`src/rtl/data_mem_arbiter_pkg.sv`:
```
// rtl/data_mem_arbiter_pkg.sv - shared types, defaults and address check for the data memory arbiter
// Purpose: FSM state encoding, default widths/size, and the legality check for a word address.
// Ports: none (package).
package data_mem_arbiter_pkg;

   localparam int DEF_ADDR_W    = 15;
   localparam int DEF_DATA_W    = 16;
   localparam int DEF_MEM_BYTES = 16384;

   typedef enum logic {
      ST_IDLE   = 1'b0,
      ST_ACCESS = 1'b1
   } state_t;

   // A word access touches addr and addr+1, so both must lie inside the array
   // and the word must be aligned.
   function automatic logic addr_legal(input logic [31:0] addr, input logic [31:0] mem_bytes);
      return (addr[0] == 1'b0) && (addr <= (mem_bytes - 32'd2));
   endfunction

endpackage

```
`src/rtl/data_mem_arbiter_rr_arb2.sv`:
```
// rtl/data_mem_arbiter_rr_arb2.sv - two-way round-robin arbiter
// Purpose: pick one of two requesters; on contention the port that did not win last time wins.
// Ports:
//   req_i  [1:0]  request per port
//   last_i        index of the most recent winner
//   gnt_o  [1:0]  one-hot grant (or zero when nobody requests)
module rr_arb2 (
   input  logic [1:0] req_i,
   input  logic       last_i,
   output logic [1:0] gnt_o
);

   always_comb begin
      gnt_o = 2'b00;
      case (req_i)
         2'b01:   gnt_o = 2'b01;
         2'b10:   gnt_o = 2'b10;
         2'b11:   gnt_o = last_i ? 2'b01 : 2'b10;
         default: gnt_o = 2'b00;
      endcase
   end

endmodule

```
`src/rtl/data_mem_arbiter.sv`:
```
// rtl/data_mem_arbiter.sv - round-robin arbiter/sequencer in front of the data memory
// Purpose: shares one rb/wb/adrb/din/dout memory port between port 0 (CPU) and port 1 (loader/DMA).
//   Strobes are launched from posedge, the memory acts on the following negedge, and the
//   read data is captured on the next posedge together with a one-cycle completion pulse.
//   Illegal addresses never reach the memory and complete with an err pulse instead.
// Ports:
//   clk_i, rst_n_i                 clock, asynchronous active-low reset
//   pN_req_i/we_i/addr_i/wdata_i   request and command for port N (held until granted)
//   pN_gnt_o                       combinational accept (IDLE only)
//   pN_rvalid_o/rdata_o/err_o      registered one-cycle completion for port N
//   mem_rb_o/wb_o/adrb_o/din_o     registered memory strobes, address, write data
//   mem_dout_i                     memory read data
//   busy_o                         high while an access is in flight
module data_mem_arbiter
   import data_mem_arbiter_pkg::*;
#(
   parameter int ADDR_W    = DEF_ADDR_W,
   parameter int DATA_W    = DEF_DATA_W,
   parameter int MEM_BYTES = DEF_MEM_BYTES
) (
   input  logic              clk_i,
   input  logic              rst_n_i,
   input  logic              p0_req_i,
   input  logic              p0_we_i,
   input  logic [ADDR_W-1:0] p0_addr_i,
   input  logic [DATA_W-1:0] p0_wdata_i,
   output logic              p0_gnt_o,
   output logic              p0_rvalid_o,
   output logic [DATA_W-1:0] p0_rdata_o,
   output logic              p0_err_o,
   input  logic              p1_req_i,
   input  logic              p1_we_i,
   input  logic [ADDR_W-1:0] p1_addr_i,
   input  logic [DATA_W-1:0] p1_wdata_i,
   output logic              p1_gnt_o,
   output logic              p1_rvalid_o,
   output logic [DATA_W-1:0] p1_rdata_o,
   output logic              p1_err_o,
   output logic              mem_rb_o,
   output logic              mem_wb_o,
   output logic [ADDR_W-1:0] mem_adrb_o,
   output logic [DATA_W-1:0] mem_din_o,
   input  logic [DATA_W-1:0] mem_dout_i,
   output logic              busy_o
);

   state_t            state_q;
   logic              last_q;
   logic              owner_q;
   logic              we_q;
   logic              err_pend_q;
   logic [1:0]        rvalid_q;
   logic [1:0]        err_q;
   logic [DATA_W-1:0] rdata0_q;
   logic [DATA_W-1:0] rdata1_q;

   logic [1:0]        req_d;
   logic [1:0]        gnt_d;
   logic              accept_d;
   logic              sel_d;
   logic              sel_we_d;
   logic [ADDR_W-1:0] sel_addr_d;
   logic [DATA_W-1:0] sel_wdata_d;
   logic              sel_legal_d;

   // Requests are only offered to the arbiter in IDLE, which keeps grants off during ACCESS.
   assign req_d = (state_q == ST_IDLE) ? {p1_req_i, p0_req_i} : 2'b00;

   rr_arb2 u_arb (
      .req_i  (req_d),
      .last_i (last_q),
      .gnt_o  (gnt_d)
   );

   assign p0_gnt_o    = gnt_d[0];
   assign p1_gnt_o    = gnt_d[1];
   assign accept_d    = |gnt_d;
   assign sel_d       = gnt_d[1];
   assign sel_we_d    = sel_d ? p1_we_i    : p0_we_i;
   assign sel_addr_d  = sel_d ? p1_addr_i  : p0_addr_i;
   assign sel_wdata_d = sel_d ? p1_wdata_i : p0_wdata_i;
   assign sel_legal_d = addr_legal(32'(sel_addr_d), 32'(MEM_BYTES));

   always_ff @(posedge clk_i or negedge rst_n_i) begin
      if (!rst_n_i) begin
         state_q    <= ST_IDLE;
         last_q     <= 1'b1;   // so the first contested grant goes to port 0
         owner_q    <= 1'b0;
         we_q       <= 1'b0;
         err_pend_q <= 1'b0;
         rvalid_q   <= 2'b00;
         err_q      <= 2'b00;
         rdata0_q   <= '0;
         rdata1_q   <= '0;
         mem_rb_o   <= 1'b0;
         mem_wb_o   <= 1'b0;
         mem_adrb_o <= '0;
         mem_din_o  <= '0;
      end else begin
         // Completion outputs are pulses; they only carry data in their one cycle.
         rvalid_q <= 2'b00;
         err_q    <= 2'b00;
         rdata0_q <= '0;
         rdata1_q <= '0;
         case (state_q)
            ST_IDLE: begin
               if (accept_d) begin
                  state_q    <= ST_ACCESS;
                  owner_q    <= sel_d;
                  last_q     <= sel_d;
                  we_q       <= sel_we_d;
                  err_pend_q <= ~sel_legal_d;
                  if (sel_legal_d) begin
                     mem_rb_o   <= ~sel_we_d;
                     mem_wb_o   <= sel_we_d;
                     mem_adrb_o <= sel_addr_d;
                     mem_din_o  <= sel_wdata_d;
                  end
               end
            end
            ST_ACCESS: begin
               // The memory has acted on the negedge inside this cycle; mem_dout_i is settled.
               state_q  <= ST_IDLE;
               mem_rb_o <= 1'b0;
               mem_wb_o <= 1'b0;
               if (err_pend_q) begin
                  err_q[owner_q] <= 1'b1;
               end else begin
                  rvalid_q[owner_q] <= 1'b1;
                  if (owner_q) rdata1_q <= we_q ? '0 : mem_dout_i;
                  else         rdata0_q <= we_q ? '0 : mem_dout_i;
               end
            end
            default: state_q <= ST_IDLE;
         endcase
      end
   end

   assign p0_rvalid_o = rvalid_q[0];
   assign p1_rvalid_o = rvalid_q[1];
   assign p0_err_o    = err_q[0];
   assign p1_err_o    = err_q[1];
   assign p0_rdata_o  = rdata0_q;
   assign p1_rdata_o  = rdata1_q;
   assign busy_o      = (state_q == ST_ACCESS);

endmodule

```
`config.mk`:
```
export PLATFORM = sky130hd
export DESIGN_NAME = data_mem_arbiter
export DESIGN_NICKNAME = d
export VERILOG_FILES = /design/src/rtl/data_mem_arbiter_pkg.sv /design/src/rtl/data_mem_arbiter_rr_arb2.sv /design/src/rtl/data_mem_arbiter.sv
export SDC_FILE = /design/constraint.sdc
export NUM_CORES = 1
export LEC_CHECK = 0
export CAP_MARGIN = 20
export CORE_MARGIN = 2
export CORE_UTILIZATION = 43
export DETAILED_ROUTE_END_ITERATION = 10
export PLACE_DENSITY = 0.92
export SYNTH_ARGS = -nofsm -noshare
export SYNTH_HDL_FRONTEND = slang
export SYNTH_HIERARCHICAL = 1
export SYNTH_SLANG_ARGS = --single-unit
```
`constraint.sdc`:
```
create_clock -name clk_i -period 4.8 [get_ports clk_i]
set_input_delay 0.96 -clock clk_i [delete_from_list [all_inputs] [get_ports clk_i]]
set_output_delay 0.96 -clock clk_i [all_outputs]
set_load 0.03 [all_outputs]
```
; After elaboration in Yosys (flattened, before gate mapping)
; Index checks and enable logic that the tools add are counted.
; W data, S select, Z words.
[word_totals]
out_inout_bits = 72
inputBits = 84
register_bits = 74
elab_cells = 58
[op_classes]
mux = 27
n_lt_le_gt_ge = 3
bitwise = 4
reduce_logical = 6
n_eq_ne = 5
[op_table]
columns = cell, n
row1 = $mux W16, 8
row2 = $le A15 B14 Y1 const B, 1
row3 = $mux W15, 1
row4 = $mux W2, 6
row5 = $mux W1, 7
row6 = $pmux W1 S2, 3
row7 = $pmux W2 S3, 1
row8 = $eq A2 B2 Y1 const B, 2
row9 = $ne A2 B2 Y1 const B, 2
row10 = $not A1 Y1, 4
row11 = $reduce_and A2 Y1, 2
row12 = $reduce_and A3 Y1, 1
row13 = $eq A2 B1 Y1 const B, 1
row14 = $logic_and A1 B1 Y1, 2
row15 = $lt A1 B2 Y1 const B, 1
row16 = $reduce_or A2 Y1, 1
row17 = $demux W1 S1, 1
row18 = $ge A1 B1 Y1 const B, 1

; Logic depth before layout (Yosys ltp)
; Gate-level depths: netlist (run 1).
[depth]
word_depth = 9
ltp_mapped = 8
ltp_nobuf = 5

; By module
; Netlist (run 1), hierarchy kept.
[modules_own_cells]
columns = module, area_each_um2, seq_area_each_um2, n_inst, cells_per_inst
row1 = data_mem_arbiter, 3083.0, 1853.0, 1, 225
row2 = rr_arb2, 18.8, 0.0, 1, 3

; Least setup slack after synthesis (run 1)
; OpenSTA, ideal clock, no wires.
[synth_path]
path_kind = input port to flip-flop
start = in p1_req_i
end = reg mem_adrb_o[1]
setup_slack_ps = 1292
arrival_ps = 3383
setup_ps = 125
cell_stages = 7
n_path_buf = 2
required_time_ps = 4675
cell_sequence = nor2b_1 > a21boi_0 > buf_6 > or3b_2 > a21oi_4 > buf_6 > mux2_4
[synth_between]
elab_chain_len = 7
elab_cells_between_ends = 11
cone_classes = order compare: 1 / eq/ne: 3 / mux: 3 / bitwise: 1 / reduce/logical: 3
[synth_rtl]
columns = element, line_no
row1 = start: declaration, data_mem_arbiter.sv:31  ; input logic p1_req_i,
row2 = $mux W2 (*), data_mem_arbiter.sv:67  ; assign req_d = (state_q == ST_IDLE) ? {p1_req_i, p0_req_i} : 2'b00;
row3 = $eq A2 B2 Y1 / $eq A2 B1 Y1 (equally long branches), data_mem_arbiter_rr_arb2.sv:15  ; case (req_i)
row4 = $pmux W2 S3 (*), data_mem_arbiter_rr_arb2.sv:15
row5 = named net p1_gnt_o, data_mem_arbiter.sv:35  ; output logic p1_gnt_o,
row6 = $mux W15, data_mem_arbiter.sv:80  ; assign sel_addr_d = sel_d ? p1_addr_i : p0_addr_i;
row7 = $le A15 B14 Y1 / $not A1 Y1 (equally long branches), data_mem_arbiter_pkg.sv:18  ; return (addr[0] == 1'b0) && (addr <= (mem_bytes - 32'd2));
row8 = $logic_and A1 B1 Y1, data_mem_arbiter_pkg.sv:18
row9 = $reduce_and A3 Y1 (no source line), -
row10 = end signal: assignment, data_mem_arbiter.sv:116  ; mem_adrb_o <= sel_addr_d;
row11 = end: declaration, data_mem_arbiter.sv:41  ; output logic [ADDR_W-1:0] mem_adrb_o,
; Mark *: on every way through the listed nets, which the timed path passes. The rest lies on a longest branch.
; A chain may end at the register's enable or synchronous reset.

; Worst setup path after layout (run 1)
[layout_path]
start = in p0_req_i
end = out p0_gnt_o
[layout_between]
elab_chain_len = 3
elab_cells_between_ends = 5
cone_classes = eq/ne: 3 / mux: 2
[layout_rtl]
columns = element, line_no
row1 = start: declaration, data_mem_arbiter.sv:23  ; input logic p0_req_i,
row2 = $mux W2 (*), data_mem_arbiter.sv:67
row3 = named net req_d[0], data_mem_arbiter.sv:57  ; logic [1:0] req_d;
row4 = $eq A2 B2 Y1 / $eq A2 B1 Y1 (equally long branches), data_mem_arbiter_rr_arb2.sv:15
row5 = $pmux W2 S3 (*), data_mem_arbiter_rr_arb2.sv:15
row6 = end: declaration, data_mem_arbiter.sv:27  ; output logic p0_gnt_o,
; Marked as above.

==> summary.txt, run 1 <==
Global route
  • All-layer global routing usage: 18.6%
  • Vias in the first global route: 2359
  • Pin count of the biggest net entering global routing: 75
  • GRT Residual Overflow: 0
  • First-pass GRT wire length: 11000 um
  • Initial antenna violation count: 0

STA
  • Final max-slew violation count: 0
  • Setup TNS: 0 ns
  • Maximum clock rate: 0.271 GHz
  • Final hold vios: 0
  • Slew @ Worst Pin: 0.900 ns
  • Setup Skew: 0.0156 ns
  • Unrepaired setup endpoints after global routing: false
  • Min Tclk post-route: 3.70 ns
  • Fin crit share: 77.0%
  • Slew margin rel.: 40.0%
  • Setup Viol. Count Final: 0

Route
  • Wire per inst: 15.5 um
  • Final ANT Viol Nets: 0
  • Vias: 2299
  • Post-Route WL: 7530 um
  • Starting DRT DRC Count: 49
  • Post-DR vias/cell: 4.74
  • DRT Pass-1 Iters: 4
  • DR DRC count: 0

Synth
  • Top cells by area, synth: dfrtp_1 (59%), mux2_2 (11%), mux2_4 (9.7%)
  • Syn Inst Count: 228
  • Synthesized net count: 312
  • Commonest cells post-synth: dfrtp_1 (73), nor2_1 (36), mux2_2 (31)
  • Sequential area share after synthesis: 59.7%
  • Post-synth top area cell: dfrtp_1
  • Avg Inst Size Synth: 13.6 um2
  • Ys flop type: dfrtp_1
  • Yosys cell types: 29
  • Ys Warns: 6
  • Number of synthesized flops with an enable pin: 0
  • Most common cell in the synthesized netlist: dfrtp_1
  • Post-Syn Area: 0.00310 mm2
  • Share of the synthesized area in the top cell type: 58.9%
  • Synthesized flop and latch total: 74
  • Ys async rst share: 100%

Critical path
  • CP max stage cell: clkdlybuf4s50_1
  • R2R cell count: 6
  • CP endpoint kind: output port
  • Crit path kind: primary input to output port
  • CP max stage delay: 0.74 ns
  • Crit-path cells: clkdlybuf4s50_1, nor2b_1, a21boi_1, clkdlybuf4s50_1
  • Crit-path max FO: 5
  • CP startpoint kind: primary input
  • CP dominant cell by count: clkdlybuf4s50_1
  • CP required: 3.84 ns
  • WP data arrival: 2.74 ns

Place
  • Global placement routability congestion: 0.813
  • # port buffers: 155
  • Detailed placement HPWL: 5600 um

Power and ir drop
  • Net Sw Frac: 36.8%
  • Worst IR drop on VDD: 0.313 mV
  • Sequential power share: 34.9%
  • Power Total: 2620 uW
  • Pwr Density: 531 mW/mm2
  • Clk network pwr share: 19.0%
  • Sw Pwr: 964 uW
  • Pleak: 0.00211 uW
  • Internal power: 1650 uW
  • Logic pwr share: 46.1%

Clock network
  • Clk_lat worst skew: 0.34 ns
  • Post_cts resized: 0
  • Num CTS Buffers: 9
  • H-tree levels: 3
  • Setup Buffers After CTS: 0
  • Root buffer cell: clkbuf_8
  • Clk buf depth: 2
  • CTS tree: yes
  • Hold-fix buffers, CTS: 0
  • Clock slew at reported path FFs: 0.08 ns
  • CTS sink cnt: 74

Job
  • Max-Cap Viols: 0

Die
  • Die span in y: 88.9 um
  • Starting Density: 45.2%
  • Die area: 0.00791 mm2
  • Site Rows: 30
  • IO Count: 156
  • Die width: 88.9 um
  • Placeable core area: 0.00687 mm2

Final layout
  • Synth-to-Final Area Change: 58.9%
  • N_diodes: 0
  • Layout cells sized above 1: 19.5%
  • Fin nets: 468

Run status
  • Status: completed

Min path
  • Worst hold path class: register to register
  • Hold Path Stages: 1
[power by group through the flow]
stage | clock, uW | combinational, uW | sequential, uW
2_1_floorplan | 0 | 452 | 1200
3_3_place_gp | 0 | 1190 | 925
3_5_place_dp | 0 | 1220 | 926
4_1_cts | 510 | 1220 | 917
5_1_grt | 534 | 1270 | 938
6_report | 496 | 1210 | 914
[final timing paths]
path / endpoint / slack (ns) / startpoint
max: p0_gnt_o / 1.10 / p0_req_i
min: mem_adrb_o[8]$_DFFE_PN0P_ / 0.49 / mem_adrb_o[8]$_DFFE_PN0P_
max reg2reg: mem_din_o[1]$_DFFE_PN0P_ / 2.01 / busy_o$_DFF_PN0_
min reg2reg: mem_adrb_o[8]$_DFFE_PN0P_ / 0.49 / mem_adrb_o[8]$_DFFE_PN0P_
max in group asynchronous: mem_adrb_o[4]$_DFFE_PN0P_ / 3.47 / rst_n_i
min in group asynchronous: p1_rdata_o[9]$_DFF_PN0_ / 0.75 / rst_n_i
[registers in the layout, summed over array words and instances (netlist names)]
name / flops
busy_o: 1
err_pend_q: 1
err_q: 2
last_q: 1
mem_adrb_o: 15
mem_din_o: 16
mem_rb_o: 1
mem_wb_o: 1
owner_q: 1
p0_rdata_o: 16
p1_rdata_o: 16
rvalid_q: 2
we_q: 1
[final cells by class]
| cell class | count | area (um2) |
|---|---|---|
| fill | 486 | 1940 |
| tap | 96 | 120 |
| timing repair buffer | 157 | 1560 |
| sequential | 74 | 1850 |
| inverter | 4 | 15.0 |
| clock inverter | 7 | 82.6 |
| multi-input combinational | 138 | 1170 |
| clock buffer | 9 | 124 |
[worst max-delay path: cells and delay by family]
kind	cells	cell delay (ns)
AO/OA/AOI/OAI	1	0.35
buffers and inverters	2	1.19
AND/OR/NAND/NOR	1	0.24
[layout by cell type, fill, tap and decap left out, drive strengths merged, types with 4 or more instances in the layout]
cell type / netlist / final
clkdlybuf4s50: 0 / 154
nor2b: 4 / 4
inv: 4 / 8
dfrtp: 73 / 73
clkbuf: 7 / 9
nand2b: 17 / 17
mux2: 58 / 58
nor2: 36 / 36
nand2: 6 / 6
[cells by family after synthesis]
logic type / share of synthesized area (%)
flops: 59.7
compound gates: 2.14
simple gates: 11.4
buf+inv: 2.94
mux: 23.8
[metrics by stage]
stage	std cells	setup slack [ns]	util, %	hold slack (ns)	instance area, um2
finish	485	1.10	71.7	0.490	4930
global placement	469	1.15	68.7	0.469	4720
floorplan	228	1.29	-	0.445	3100
detailed placement	469	1.12	68.7	0.482	4720
CTS	485	1.11	71.7	0.499	4930
global route	485	1.03	71.7	0.516	4930
[routing by layer]
layer,global-route usage [%],up-vias,share of wire [%]
li1,-,1071,-
met1,21.4,1109,38
met2,32.5,98,52
met3,3.32,21,5.9
met4,10.6,0,3.7
met5,0,-,0
Note: power is estimated with default switching activity, not from simulation.
==> run 2: changes to the inputs <==
--- a/config.mk
+++ b/config.mk
@@ -7,9 +7,9 @@
 export LEC_CHECK = 0
 export CAP_MARGIN = 20
 export CORE_MARGIN = 2
-export CORE_UTILIZATION = 43
+export CORE_UTILIZATION = 36
 export DETAILED_ROUTE_END_ITERATION = 10
-export PLACE_DENSITY = 0.92
+export PLACE_DENSITY = 0.83
 export SYNTH_ARGS = -nofsm -noshare
 export SYNTH_HDL_FRONTEND = slang
 export SYNTH_HIERARCHICAL = 1
==> constraint.sdc (replaced) <==
create_clock -name clk_i -period 3.14 [get_ports clk_i]
set_input_delay 0.628 -clock clk_i [delete_from_list [all_inputs] [get_ports clk_i]]
set_output_delay 0.628 -clock clk_i [all_outputs]
set_load 0.03 [all_outputs]
==> run 2 against run 1 <==
  * Cell count up 2.9%
  * Sequential power up 52%
  * Wire length up 3.2%
  * Combinational power up 55%
  * Worst setup slack worse by 0.88 ns
  * Global-route usage down 1.3 points
  * Flip-flop and latch count unchanged
  * Critical endpoint unchanged
  * Largest cell class unchanged
  * Highest routed layer unchanged
==> summary.txt, run 2 (synthesis gave the netlist of run 1 again) <==
Run status
  • Status: completed

STA
  • Final hold vios: 0 (unchanged)
  • Slew margin rel.: 39.7% (-0.25 points)
  • Hold Slack: 0.404 ns (-0.0853 ns)
  • Slew @ Worst Pin: 0.904 ns (+0.00379 ns)
  • Final max-slew violation count: 0 (unchanged)
  • Setup Skew: 0.00844 ns (-0.00719 ns)
  • Final worst setup slack: 0.222 ns (-0.883 ns)
  • Maximum clock rate: 0.343 GHz
  • Unrepaired setup endpoints after global routing: false
  • Fin crit share: 92.9%
  • Setup TNS: 0 ns (unchanged)
  • Setup Viol. Count Final: 0 (unchanged)
  • Min Tclk post-route: 2.92 ns

Critical path
  • Worst R2R Setup Slack: 0.83 ns (-1.18 ns)
  • CP max stage delay: 0.67 ns (-0.07 ns)
  • Crit-path max FO: 4 (-1)
  • CP endpoint kind: output port
  • CP dominant cell by count: clkdlybuf4s50_1
  • Crit-path cells: clkdlybuf4s50_1, nor2b_1, a21boi_1, buf_4, clkdlybuf4s50_1
  • CP required: 2.51 ns (-1.33 ns)
  • CP startpoint kind: primary input
  • CP max stage cell: clkdlybuf4s50_1
  • Crit path kind: primary input to output port
  • WP data arrival: 2.29 ns (-0.45 ns)

Global route
  • Grt peak-use layer: met2
  • Initial antenna violation count: 0 (unchanged)
  • Met3 Use GR: 6.00% (+2.7 points)
  • Pin count of the biggest net entering global routing: 75 (unchanged)
  • Met2 usage: 30.1% (-2.4 points)
  • All-layer global routing usage: 17.3% (-1.3 points)
  • Global-route track usage on met1: 20.0% (-1.5 points)
  • Vias in the first global route: 2545 (+7.9%)
  • GRT Residual Overflow: 0 (unchanged)
  • First-pass GRT wire length: 13100 um (+18%)

Route
  • Wire per inst: 15.6 um (+0.33%)
  • Vias: 2298 (-0.043%)
  • DRT Pass-1 Iters: 4 (unchanged)
  • Post-Route WL: 7770 um (+3.2%)
  • Post-DR vias/cell: 4.61 (-2.8%)
  • DR DRC count: 0 (unchanged)
  • Final ANT Viol Nets: 0 (unchanged)
  • Starting DRT DRC Count: 78 (+59%)

Clock network
  • Hold-fix buffers, CTS: 0 (unchanged)
  • Post_cts resized: 0 (unchanged)
  • CTS tree: yes
  • Clk buf depth: 2 (unchanged)
  • CTS sink cnt: 74 (unchanged)
  • Root buffer cell: clkbuf_8
  • Num CTS Buffers: 9 (unchanged)
  • Setup Buffers After CTS: 0 (unchanged)
  • H-tree levels: 3 (unchanged)
  • Clock slew at reported path FFs: 0.08 ns (about the same)
  • Clk_lat worst skew: 0.33 ns (about the same)

Power and ir drop
  • Worst IR drop on VDD: 0.433 mV (+38%)
  • Sequential power share: 34.6% (-0.3 points)
  • Pleak: 0.00214 uW (+1.2%)
  • Sw Pwr: 1460 uW (+51%)
  • Logic pwr share: 46.9% (+0.8 points)
  • Net Sw Frac: 36.2% (-0.59 points)
  • Clk network pwr share: 18.5% (-0.5 points)
  • Internal power: 2560 uW (+55%)
  • Pwr Density: 807 mW/mm2 (+52%)

Final layout
  • Synth-to-Final Area Change: 60.7%
  • Finished Core Util: 60.0% (-12 points)
  • Most common cell after layout, fill and taps aside: clkdlybuf4s50_1
  • Most frequent cells in the layout: clkdlybuf4s50_1 (153), dfrtp_1 (73), nor2_1 (36)
  • Fin area: 0.00498 mm2 (+1.1%)
  • Layout cells sized above 1: 20.8% (+1.3 points)
  • FILL cells: 657 (+35%)
  • Fin nets: 473 (+1.1%)
  • N_diodes: 0 (unchanged)

Min path
  • Worst hold path class: primary input to asynchronous set/reset pin

Place
  • Detailed placement HPWL: 5780 um (+3.3%)
  • Pre-CTS worst setup slack: 0.106 ns (-1.02 ns)
  • Area post-placement: 0.00478 mm2 (+1.2%)
  • Global placement routability congestion: 0.780 (-4.0%)
  • # port buffers: 155 (unchanged)

Die
  • Starting Density: 37.4% (-7.8 points)
  • Placeable core area: 0.00830 mm2 (+21%)
  • Die span in y: 96.8 um (+8.9%)
  • Die width: 96.8 um (+8.9%)
  • Site Rows: 33 (+10%)
  • IO Count: 156 (unchanged)
  • Die area: 0.00937 mm2 (+19%)

Job
  • Max-Cap Viols: 0 (unchanged)
-- run 2: critical path, delay by kind of cell --
kind	cells	cell delay, ns
and+or+nand+nor	1	0.15
AOI/OAI and AO/OA	1	0.22
buffers and inverters	3	1.29
-- run 2: layer usage --
metal	vias up	share of wire [%]
li1	1077	-
met1	1127	39
met2	84	52
met3	10	6.8
met4	0	1.3
met5	-	0
-- run 2: metrics by stage --
stage	total power, uW	std cells
6_report	4020	499
5_1_grt	4230	499
4_1_cts	4070	499
3_5_place_dp	3310	483
3_3_place_gp	3260	483
2_1_floorplan	2530	228
-- run 2: final timing paths --
kind | to | start | cells after the start
setup / recovery | p0_gnt_o | p0_req_i | 5
hold / removal | mem_din_o[15]$_DFFE_PN0P_ | rst_n_i | 1
setup reg to reg | mem_adrb_o[8]$_DFFE_PN0P_ | busy_o$_DFF_PN0_ | 6
hold reg to reg | mem_adrb_o[10]$_DFFE_PN0P_ | mem_adrb_o[10]$_DFFE_PN0P_ | 1
max in group asynchronous | mem_din_o[14]$_DFFE_PN0P_ | rst_n_i | 1
min in group clk_i | mem_adrb_o[10]$_DFFE_PN0P_ | mem_adrb_o[10]$_DFFE_PN0P_ | 1
-- run 2: power groups by stage --
stage | Clock [uW] | Combinational (uW) | Sequential, uW
floorplan | 0 | 691 | 1830
global placement | 0 | 1860 | 1410
detailed placement | 0 | 1900 | 1410
CTS | 772 | 1910 | 1400
global route | 815 | 1990 | 1430
finish | 743 | 1880 | 1390
-- run 2: cell type report --
class / instances / area [um2] / area share [%]
clock inverter: 6 / 66.3 / 1.33
clock buffer: 10 / 138 / 2.76
timing repair buffer: 162 / 1610 / 32.3
tap: 105 / 131 / 2.64
sequential: 74 / 1850 / 37.2
inverter: 4 / 15.0 / 0.301
multi-input combinational: 138 / 1170 / 23.4
==> run 3: changes to the inputs <==
--- a/config.mk
+++ b/config.mk
@@ -5,7 +5,8 @@
 export SDC_FILE = /design/constraint.sdc
 export NUM_CORES = 1
 export LEC_CHECK = 0
-export CAP_MARGIN = 20
+export ABC_CLOCK_PERIOD_IN_PS = 3140
+export CAP_MARGIN = 10
 export CORE_MARGIN = 2
 export CORE_UTILIZATION = 36
 export DETAILED_ROUTE_END_ITERATION = 10
==> results of run 3 <==
The final DEF is identical to that of run 2; final timing and power are the same.
==> patch: new RTL, flow settings as in run 3 <==
Change the package constant `DEF_ADDR_W` from 15 to 17.
--- a/src/rtl/data_mem_arbiter_pkg.sv
+++ b/src/rtl/data_mem_arbiter_pkg.sv
@@ -3,7 +3,7 @@
 // Ports: none (package).
 package data_mem_arbiter_pkg;
 
-   localparam int DEF_ADDR_W    = 15;
+   localparam int DEF_ADDR_W    = 17;
    localparam int DEF_DATA_W    = 16;
    localparam int DEF_MEM_BYTES = 16384;
 
Interface: changed (resized mem_adrb_o, p0_addr_i and p1_addr_i); port bits go from 156 to 162. The function was not compared with the original's and may differ.
==> patch against run 3 <==
  * Sequential cell count up 2
  * Routed wire length up 0.73%
  * Largest cell class unchanged
  * Design area increased by 3.4%
  * Global-route usage decreased by 1.1 points
  * Power is 3.7% lower
  * Setup slack got worse by 27 ps
  * Synthesized area up 5.0%
  * Sequential share of layout area decreased by 0.25 points
==> patch: results <==
group,metric,value,unit
global_routing,met3_usage,0.0372,
critical_path,cp_data_arrival_time,2320,ps
power_and_ir_drop,comb_power,0.00173,W
clock_tree,cts.path.max_buffers,2,
global_routing,gr_util_met1,0.189,
routing,number_of_iterations_in_the_first_detailed_routing_pass,4,
power_and_ir_drop,power.sequential.total,0.00140,W
critical_path,worst-path-max-fanout,2,
power_and_ir_drop,power.ir.vdd_worst,0.373,mV
place,dp.final_hpwl,5.80,mm
synth,synth_area_leaders,"dfrtp_1 (58%), mux2_2 (12%), mux2_4 (12%)",
hold_path,min_path_type,"input port to asynchronous set/reset pin",
critical_path,worst_path_largest_cell_delay,720,ps
final_layout,drive_above_1_share,0.211,
routing,first_iter_violations,57,
routing,post_drt_wl_per_cell,15.3,um
routing,number_of_vias_per_cell,4.59,
place,gpl.final_weighted_congestion,0.735,
power_and_ir_drop,power_switching_share,0.347,
status,status,"finished clean",
synth,yosys.cell_types.count,27,
place,buffer_ports.inserted,161,
synth,synth_common_cells,"dfrtp_1 (75), nor2_1 (38), mux2_2 (34)",
final_layout,num-fill-cells,733,
synth,seq_area_frac_synth,0.585,
global_routing,grt_first_pass_wirelength,12.5,mm
synth,postSynthNetCount,325,
global_routing,grt.total_usage,0.162,
timing,tightest_pin_transition,921,ps
power_and_ir_drop,p_leak,2.23,nW
place,post-place-ws,190,ps
timing,finClkSkew,10.7,ps
global_routing,number_of_global_route_vias_before_repair,2512,
final_layout,number_of_nets_in_the_final_layout,487,
global_routing,met2_usage,0.284,
global_routing,grt_start_max_net_pins,77,
[patch: final timing paths]
path,from,endpoint,slack (ps),depth (start not counted)
worst max-delay path,p0_req_i,p0_gnt_o,190,4
worst min-delay path,rst_n_i,p1_rdata_o[9],430,1
worst max register to register,busy_o,mem_din_o[3],740,7
worst min register to register,last_q,last_q,500,2
max in group asynchronous,rst_n_i,mem_adrb_o[12],2110,1
min in group clk_i,last_q,last_q,500,2
[patch: cell type report]
cell class	instances	area, sq um	share of cell area
repair buffers	164	1650	0.321
well taps	108	135	0.0262
clock buffers	12	155	0.0301
clock inverters	3	46.3	0.00898
multi-input cells	144	1240	0.241
inverters	4	15.0	0.00291
flip-flops and latches	76	1900	0.369
[patch: kinds of logic (layout without fill, tap and decap cells)]
logic type | count (synthesis) | count (layout) | synth area share
AND/OR/NAND/NOR | 77 | 77 | 0.125
multiplexers | 61 | 61 | 0.239
flip-flops | 76 | 76 | 0.585
buffers and inverters | 17 | 183 | 0.0373
AO/OA/AOI/OAI | 6 | 6 | 0.0146
[patch: per-layer routing]
metal / up-vias / wire, um
met5: - / 0
met4: 0 / 211
met3: 16 / 487
met2: 86 / 4090
met1: 1145 / 3040
li1: 1101 / -
[patch: through the flow]
step                power, W  utilization  instances  area, sq um
floorplan            0.00243            -        237         3260
global placement     0.00311        0.565        496         4950
detailed placement   0.00316        0.565        496         4950
CTS                  0.00392        0.588        511         5150
global route         0.00407        0.588        511         5150
finish               0.00387        0.588        511         5150
[patch: critical path, delay by kind of cell]
family,cells,cell delay (ps)
buf+inv,2,1170
simple gates,1,260
compound gates,1,250
